$ cat config.mk
export PLATFORM = sky130hd
export DESIGN_NAME = dafx_gain_ramp_scheduler_flat
export DESIGN_NICKNAME = d
export VERILOG_FILES = /design/src/rtl/dafx_gain_ramp_scheduler_if.sv /design/src/rtl/dafx_gain_ramp_scheduler.sv /design/src/flat_wrapper.sv
export SDC_FILE = /design/constraint.sdc
export NUM_CORES = 1
export LEC_CHECK = 0
export BUFFER_PORTS_ARGS = -buffer_cell sky130_fd_sc_hd__buf_2
export CORE_AREA = 3 3 122 124
export DETAILED_ROUTE_END_ITERATION = 12
export DIE_AREA = 0 0 125 127
export PLACE_DENSITY_LB_ADDON = 0.15
export SYNTH_ARGS = -nofsm -noshare
export SYNTH_HDL_FRONTEND = slang
export SYNTH_SLANG_ARGS = --single-unit
$ cat constraint.sdc
create_clock -name clk -period 9.1 [get_ports clk]
set_input_delay 0.455 -clock clk [delete_from_list [all_inputs] [get_ports clk]]
set_output_delay 0.455 -clock clk [all_outputs]
set_load 0.005 [all_outputs]
$ cat src/rtl/dafx_gain_ramp_scheduler_if.sv
// ---------------------------------------------------------------------------
// dafx_gain_ramp_scheduler_if
// Purpose : groups the register-file targets, the sample strobe and the
//           mixer-facing current gains of the gain ramp scheduler.
// Signals : sample_tick       one-cycle strobe per audio sample
//           cr_ramp_enable    1 = slew toward target, 0 = snap on tick
//           cr_ramp_step      per-tick step magnitude (all slots)
//           cr_channel_gain   per-channel target gains
//           cr_output_gain    output target gain
//           mix_channel_gain  current channel gains to the mixer
//           mix_output_gain   current output gain to the mixer
//           ramp_busy         some slot still differs from its target
//           sr_tick_overrun   sticky lost-tick flag
//           irq_ramp_done / cr_clear_ramp_irq  (only with DAFX_GAIN_RAMP_IRQ_EN)
// Handshake: there is no valid/ready pair on this bus. sample_tick is a
//           single-cycle strobe that is always accepted; a tick arriving while
//           a sweep runs is queued once (pending) and any further tick before
//           service is dropped and flagged in sr_tick_overrun. cr_* are level
//           registers sampled whenever the sequencer needs them.
// Master  : register file / sample timing side. Slave: the scheduler.
// ---------------------------------------------------------------------------
interface dafx_gain_ramp_scheduler_if #(
   parameter int NR_OF_CHANNELS_P = 3,
   parameter int GAIN_WIDTH_P     = 16,
   parameter int STEP_WIDTH_P     = 16
);
   logic                                         sample_tick;
   logic                                         cr_ramp_enable;
   logic [STEP_WIDTH_P-1:0]                      cr_ramp_step;
   logic [NR_OF_CHANNELS_P-1:0][GAIN_WIDTH_P-1:0] cr_channel_gain;
   logic [GAIN_WIDTH_P-1:0]                      cr_output_gain;
   logic [NR_OF_CHANNELS_P-1:0][GAIN_WIDTH_P-1:0] mix_channel_gain;
   logic [GAIN_WIDTH_P-1:0]                      mix_output_gain;
   logic                                         ramp_busy;
   logic                                         sr_tick_overrun;
`ifdef DAFX_GAIN_RAMP_IRQ_EN
   logic                                         irq_ramp_done;
   logic                                         cr_clear_ramp_irq;
`endif

   modport master (
      output sample_tick, cr_ramp_enable, cr_ramp_step, cr_channel_gain, cr_output_gain,
`ifdef DAFX_GAIN_RAMP_IRQ_EN
      output cr_clear_ramp_irq,
      input  irq_ramp_done,
`endif
      input  mix_channel_gain, mix_output_gain, ramp_busy, sr_tick_overrun
   );

   modport slave (
      input  sample_tick, cr_ramp_enable, cr_ramp_step, cr_channel_gain, cr_output_gain,
`ifdef DAFX_GAIN_RAMP_IRQ_EN
      input  cr_clear_ramp_irq,
      output irq_ramp_done,
`endif
      output mix_channel_gain, mix_output_gain, ramp_busy, sr_tick_overrun
   );
endinterface

$ cat src/rtl/dafx_gain_ramp_scheduler.sv
// ---------------------------------------------------------------------------
// dafx_gain_ramp_scheduler
// Purpose : slews the channel gains and the output gain toward their register
//           targets, one step per audio sample, using one shared add/clamp
//           unit time-multiplexed over NR_OF_CHANNELS_P+1 slots
//           (slot NR_OF_CHANNELS_P is the output gain).
// Ports   : clk, rst (async, active-high)
//           bus          slave modport of dafx_gain_ramp_scheduler_if
//           dbg_state_o  FSM state (0 IDLE, 1 SWEEP, 2 DONE)
//           dbg_idx_o    slot index currently being updated
// Option  : DAFX_GAIN_RAMP_IRQ_EN adds irq_ramp_done / cr_clear_ramp_irq.
// ---------------------------------------------------------------------------
module dafx_gain_ramp_scheduler #(
   parameter int NR_OF_CHANNELS_P = 3,
   parameter int GAIN_WIDTH_P     = 16,
   parameter int STEP_WIDTH_P     = 16
) (
   input  logic                                  clk,
   input  logic                                  rst,
   dafx_gain_ramp_scheduler_if.slave             bus,
   output logic [1:0]                            dbg_state_o,
   output logic [$clog2(NR_OF_CHANNELS_P+1)-1:0] dbg_idx_o
);
   localparam int NS    = NR_OF_CHANNELS_P + 1;
   localparam int IDX_W = $clog2(NS);
   localparam int GW    = GAIN_WIDTH_P;

   typedef enum logic [1:0] {ST_IDLE = 2'd0, ST_SWEEP = 2'd1, ST_DONE = 2'd2} state_t;

   state_t           state_q, state_d;
   logic [IDX_W-1:0] idx_q, idx_d;
   logic             pending_q, pending_d;
   logic             overrun_q, overrun_d;
   logic             busy_q, busy_d;
   logic [GW-1:0]    gain_q [NS];
   logic [GW-1:0]    gain_d [NS];
   logic [GW-1:0]    tgt_all [NS];

   logic [GW-1:0]        cur, tgt, slot_next;
   logic signed [GW:0]   diff;
   logic [GW:0]          mag, step_ext, sum;
   logic                 any_diff;

`ifdef DAFX_GAIN_RAMP_IRQ_EN
   logic irq_q, irq_d;
`endif

   // Shared add/clamp unit working on the slot selected by idx_q.
   always_comb begin
      for (int k = 0; k < NR_OF_CHANNELS_P; k++) tgt_all[k] = bus.cr_channel_gain[k];
      tgt_all[NR_OF_CHANNELS_P] = bus.cr_output_gain;
      cur      = gain_q[idx_q];
      tgt      = tgt_all[idx_q];
      // One extra bit keeps target - current free of overflow.
      diff     = $signed({tgt[GW-1], tgt}) - $signed({cur[GW-1], cur});
      mag      = diff[GW] ? (GW+1)'(-diff) : (GW+1)'(diff);
      step_ext = (GW+1)'(bus.cr_ramp_step);
      sum      = diff[GW] ? ({cur[GW-1], cur} - step_ext) : ({cur[GW-1], cur} + step_ext);
      if (!bus.cr_ramp_enable || (mag <= step_ext)) slot_next = tgt;
      else                                        slot_next = sum[GW-1:0];
   end

   // Busy is judged on the fully updated values against live targets.
   always_comb begin
      any_diff = 1'b0;
      for (int k = 0; k < NS; k++) begin
         if (gain_q[k] != tgt_all[k]) any_diff = 1'b1;
      end
   end

   always_comb begin
      state_d   = state_q;
      idx_d     = idx_q;
      pending_d = pending_q;
      overrun_d = overrun_q;
      busy_d    = busy_q;
      gain_d    = gain_q;
`ifdef DAFX_GAIN_RAMP_IRQ_EN
      irq_d     = irq_q;
      if (bus.cr_clear_ramp_irq) irq_d = 1'b0;
`endif
      case (state_q)
         ST_IDLE: begin
            if (bus.sample_tick || pending_q) begin
               state_d   = ST_SWEEP;
               idx_d     = '0;
               // A tick arriving while the pending flag is consumed re-arms it.
               pending_d = bus.sample_tick && pending_q;
            end
         end
         ST_SWEEP: begin
            gain_d[idx_q] = slot_next;
            if (idx_q == IDX_W'(NR_OF_CHANNELS_P)) state_d = ST_DONE;
            else                                   idx_d   = idx_q + IDX_W'(1);
         end
         ST_DONE: begin
            busy_d  = any_diff;
            state_d = ST_IDLE;
`ifdef DAFX_GAIN_RAMP_IRQ_EN
            // Set overrides a simultaneous clear.
            if (busy_q && !any_diff) irq_d = 1'b1;
`endif
         end
         default: state_d = ST_IDLE;
      endcase
      if (bus.sample_tick && (state_q != ST_IDLE)) begin
         if (!pending_q) pending_d = 1'b1;
         else            overrun_d = 1'b1;
      end
   end

   always_ff @(posedge clk or posedge rst) begin
      if (rst) begin
         state_q   <= ST_IDLE;
         idx_q     <= '0;
         pending_q <= 1'b0;
         overrun_q <= 1'b0;
         busy_q    <= 1'b0;
         for (int k = 0; k < NS; k++) gain_q[k] <= '0;
      end else begin
         state_q   <= state_d;
         idx_q     <= idx_d;
         pending_q <= pending_d;
         overrun_q <= overrun_d;
         busy_q    <= busy_d;
         gain_q    <= gain_d;
      end
   end

`ifdef DAFX_GAIN_RAMP_IRQ_EN
   always_ff @(posedge clk or posedge rst) begin
      if (rst) irq_q <= 1'b0;
      else     irq_q <= irq_d;
   end
   assign bus.irq_ramp_done = irq_q;
`endif

   always_comb begin
      for (int k = 0; k < NR_OF_CHANNELS_P; k++) bus.mix_channel_gain[k] = gain_q[k];
   end
   assign bus.mix_output_gain = gain_q[NR_OF_CHANNELS_P];
   assign bus.ramp_busy       = busy_q;
   assign bus.sr_tick_overrun = overrun_q;
   assign dbg_state_o         = state_q;
   assign dbg_idx_o           = idx_q;
endmodule

$ cat src/flat_wrapper.sv
// flat-port wrapper written by rule: the top's interface ports become plain ports
module dafx_gain_ramp_scheduler_flat 
#(
   parameter int NR_OF_CHANNELS_P = 3,
   parameter int GAIN_WIDTH_P     = 16,
   parameter int STEP_WIDTH_P     = 16
)
  (clk, rst, dbg_state_o, dbg_idx_o, bus_sample_tick, bus_cr_ramp_enable, bus_cr_ramp_step, bus_cr_channel_gain, bus_cr_output_gain, bus_mix_channel_gain, bus_mix_output_gain, bus_ramp_busy, bus_sr_tick_overrun);
  dafx_gain_ramp_scheduler_if #(.NR_OF_CHANNELS_P(NR_OF_CHANNELS_P), .GAIN_WIDTH_P(GAIN_WIDTH_P), .STEP_WIDTH_P(STEP_WIDTH_P)) bus_i ();
  input  logic clk;
  input  logic rst;
  output logic [1:0] dbg_state_o;
  output logic [$clog2(NR_OF_CHANNELS_P+1)-1:0] dbg_idx_o;
  input wire logic [$bits(bus_i.sample_tick)-1:0] bus_sample_tick;
  input wire logic [$bits(bus_i.cr_ramp_enable)-1:0] bus_cr_ramp_enable;
  input wire logic [$bits(bus_i.cr_ramp_step)-1:0] bus_cr_ramp_step;
  input wire logic [$bits(bus_i.cr_channel_gain)-1:0] bus_cr_channel_gain;
  input wire logic [$bits(bus_i.cr_output_gain)-1:0] bus_cr_output_gain;
  output wire logic [$bits(bus_i.mix_channel_gain)-1:0] bus_mix_channel_gain;
  output wire logic [$bits(bus_i.mix_output_gain)-1:0] bus_mix_output_gain;
  output wire logic [$bits(bus_i.ramp_busy)-1:0] bus_ramp_busy;
  output wire logic [$bits(bus_i.sr_tick_overrun)-1:0] bus_sr_tick_overrun;
  assign bus_i.sample_tick = bus_sample_tick;
  assign bus_i.cr_ramp_enable = bus_cr_ramp_enable;
  assign bus_i.cr_ramp_step = bus_cr_ramp_step;
  assign bus_i.cr_channel_gain = bus_cr_channel_gain;
  assign bus_i.cr_output_gain = bus_cr_output_gain;
  assign bus_mix_channel_gain = bus_i.mix_channel_gain;
  assign bus_mix_output_gain = bus_i.mix_output_gain;
  assign bus_ramp_busy = bus_i.ramp_busy;
  assign bus_sr_tick_overrun = bus_i.sr_tick_overrun;
  dafx_gain_ramp_scheduler #(.NR_OF_CHANNELS_P(NR_OF_CHANNELS_P), .GAIN_WIDTH_P(GAIN_WIDTH_P), .STEP_WIDTH_P(STEP_WIDTH_P)) u_core (.clk(clk), .rst(rst), .bus(bus_i), .dbg_state_o(dbg_state_o), .dbg_idx_o(dbg_idx_o));
endmodule
==> metrics.csv <==
stage,metric,value,unit
detailed_routing,drt via density,5.85,
placed_design,dpl cells,1072,
sta,clock skew,0.00887,ns
floorplan,Rows,43,
sta,count of final max-slew check failures,0,
worst_setup_path,kind of start point of the critical path,flop,
final_layout,# diodes,0,
global_routing,GRT Residual Overflow,0,
sta,final setup vio count,0,
detailed_routing,DR vias,6361,
yosys,sequential share of the synthesized area,25.9,%
sta,achievable frequency,144,MHz
final_layout,Fill cells,1306,
detailed_routing,DRT antenna net count,0,
worst_setup_path,Crit Path Class,flop to flop,
final_layout,"commonest non-fill, non-tap cell in the layout",buf_2,
sta,Worst slew margin,23.4,%
clock_network,# resized after CTS,0,
worst_setup_path,Worst setup startpoint,u_core.dbg_idx_o[0]$_DFFE_PP0P_,
detailed_routing,routed len/inst,20.1,um
yosys,post-synth top area share,25.9,%
floorplan,Die Y-Extent,127,um
final_layout,sequential cell area,1780,um^2
floorplan,die area,15900,um^2
final_layout,multi-input logic area,4760,um^2
final_layout,"commonest cells after routing, fill and taps aside","153 x buf_2, 98 x nor2_1, 85 x a21oi_1",
final_layout,Area Overhead vs Synth,17.8,%
sta,Tmin final,6.96,ns
yosys,Avg Inst Size Synth,9.04,um^2
final_layout,fin util,58.3,%
sta,Final Cycle Share,76.5,%
worst_setup_path,CP Capture Point,u_core.bus.mix_output_gain[14]$_DFFE_PP0P_,
global_routing,initial antenna violation count,0,
global_routing,largest net degree at the start of global routing,72,
clock_network,Clock Sink Count,71,
clock_network,"CTS clk-pin slew, worst paths",0.06,ns
yosys,leading area contributor after synthesis,dfrtp_1,
floorplan,Initial Util,49.5,%
sta,Fin. Hold Viols,0,
worst_setup_path,R2R Setup Slk,2.14,ns
sta,Worst Max-Slew Pin Slew,1.15,ns
clock_network,CTS tree,done,
yosys,Synthesis Warnings,0,
global_routing,total track usage,27.6,%
worst_setup_path,end of the worst register-to-register path,u_core.bus.mix_output_gain[14]$_DFFE_PP0P_,
floorplan,# IOs,154,
clock_network,root buf cell,clkbuf_16,
final_layout,fin cells,1088,
detailed_routing,DR pass1 iterations,6,
clock_network,hold_buf cts,0,
worst_setup_path,worst reg2reg path depth,20,
run_status,outcome,"finished, final reports clean",
clock_network,clock latency on the worst-skew pair,0.34,ns
run,MaxCap Viol Count,0,
final_layout,Final nets,1042,
worst_setup_path,peak fanout along the critical path,27,
yosys,Post-Synthesis Cells,760,
placed_design,port bufs,153,
detailed_routing,DR iter-0 viols,557,
yosys,"FFs w/ async S/R, synth",100,%
yosys,#FFs+latches synth,71,
hold_path,type of the tightest min-delay check,input port to async pin,
detailed_routing,Routed WL,21800,um
worst_setup_path,worst path required time,9.28,ns
worst_setup_path,Critical Path AT,7.14,ns
global_routing,vias in the first global route,6254,
worst_setup_path,FF-to-FF Start,u_core.dbg_idx_o[0]$_DFFE_PP0P_,
floorplan,CORE AREA,13900,um^2
yosys,Mapped Area,6870,um^2
clock_network,H-tree depth,3,
yosys,"Distinct cells, synth",64,
sta,RSZ-0062 raised after global routing,no,
yosys,"EDFF count, synth",0,
yosys,Post-Syn Nets,899,
floorplan,Die W,125,um
worst_setup_path,critical path capture point type,flop,
yosys,Area contributors post-synth,"dfrtp_1 26%, mux4_2 10%, ha_1 9.7%",
final_layout,share of layout cells above drive strength 1,25.3,%
yosys,ys flop type,dfrtp_1,
sta,Setup Total Neg Slack,0,ns
clock_network,CTS buffer count,9,
placed_design,DP Wirelength,17200,um
placed_design,Final Wtd Congestion,0.962,
clock_network,post-CTS setup repair buffer count,0,
global_routing,first-pass GRT wire length,34400,um
detailed_routing,drt drc,0,
clock_network,clock buffer depth,2,
-- cell families after synthesis --
logic type / after synthesis / synth area share (%)
simple gates: 203 / 14.1
compound gates: 184 / 17.3
xor+xnor: 107 / 13.6
buf+inv: 88 / 4.93
flops: 71 / 25.9
fa+ha+maj: 55 / 10.2
mux: 52 / 13.9
-- metal layers --
metal	wire (um)	track usage (%)
met1	9330	37.5
met2	10400	45.5
met3	1630	5.31
met4	488	7.27
met5	0	0
-- registers in the layout, indices dropped and copies added, names as in the netlist --
signal,count
u_core.dbg_idx_o,2
u_core.pending_q,1
u_core.bus.mix_channel_gain,48
u_core.bus.ramp_busy,1
u_core.bus.mix_output_gain,16
u_core.dbg_state_o,2
u_core.bus.sr_tick_overrun,1
-- per-stage QoR --
| stage | cell area (um^2) | setup WS [ns] | hold slack, ns |
|---|---|---|---|
| 6_report | 8090 | 2.14 | 0.395 |
| 3_5_place_dp | 7800 | 2.07 | 0.466 |
| 4_1_cts | 8090 | 2.08 | 0.394 |
| 2_1_floorplan | 6870 | 2.56 | 0.468 |
| 5_1_grt | 8090 | 1.58 | 0.424 |
| 3_3_place_gp | 7800 | 2.21 | 0.454 |
-- critical path, stage by stage (launching register included) --
cell	delay, ns
dfrtp_2	0.59
buf_4	0.49
mux4_2	0.63
ha_1	0.40
a211oi_1	0.13
o31ai_2	0.37
nand2_1	0.11
a221oi_2	0.74
inv_1	0.33
o41ai_1	0.20
o21ai_0	0.20
xnor2_1	0.20
ha_1	0.24
nand2_1	0.11
nor3_1	0.08
o31ai_1	0.07
nand2_1	0.08
o31a_1	0.34
a41oi_4	0.90
mux2i_1	0.47
a21oi_1	0.11
-- synth_stat cells, types with 3 or more instances --
library cell,number
nor4_1,14
mux4_2,31
nand4_1,15
nand3_1,7
ha_1,53
a21o_1,11
o22ai_1,6
and2_1,7
a211oi_1,6
mux2_2,3
a31oi_1,3
nor3_1,9
or3_1,5
nor2_1,98
xnor2_1,58
xor2_1,49
mux2i_1,8
o21a_1,5
mux2i_2,9
o21bai_1,6
o31ai_1,7
o21ai_0,25
a21oi_1,85
nand2_1,26
clkbuf_1,24
nor2b_1,6
inv_1,60
dfrtp_1,71
o41ai_1,3
nand2b_1,5
o211a_1,3
-- cell type report --
cell class | instances | share of cell area [%]
Inverter | 60 | 2.78
Clock buffer | 11 | 2.88
Sequential cell | 71 | 22.0
Timing Repair Buffer | 160 | 10.1
Multi-Input combinational cell | 601 | 58.8
Clock inverter | 5 | 0.711
Tap cell | 180 | 2.78
-- worst min-delay path by stage --
stage,to,depth (start not counted)
CTS,u_core.bus.sr_tick_overrun$_DFFE_PP0P_,3
finish,u_core.bus.mix_channel_gain[30]$_DFFE_PP0P_,3
detailed placement,u_core.bus.sr_tick_overrun$_DFFE_PP0P_,1
global route,u_core.pending_q$_DFF_PP0_,3
floorplan,u_core.bus.sr_tick_overrun$_DFFE_PP0P_,1
global placement,u_core.bus.sr_tick_overrun$_DFFE_PP0P_,1
Power is not shown: default switching activity piles up to over one toggle a cycle in this logic, so the estimate is an artifact.
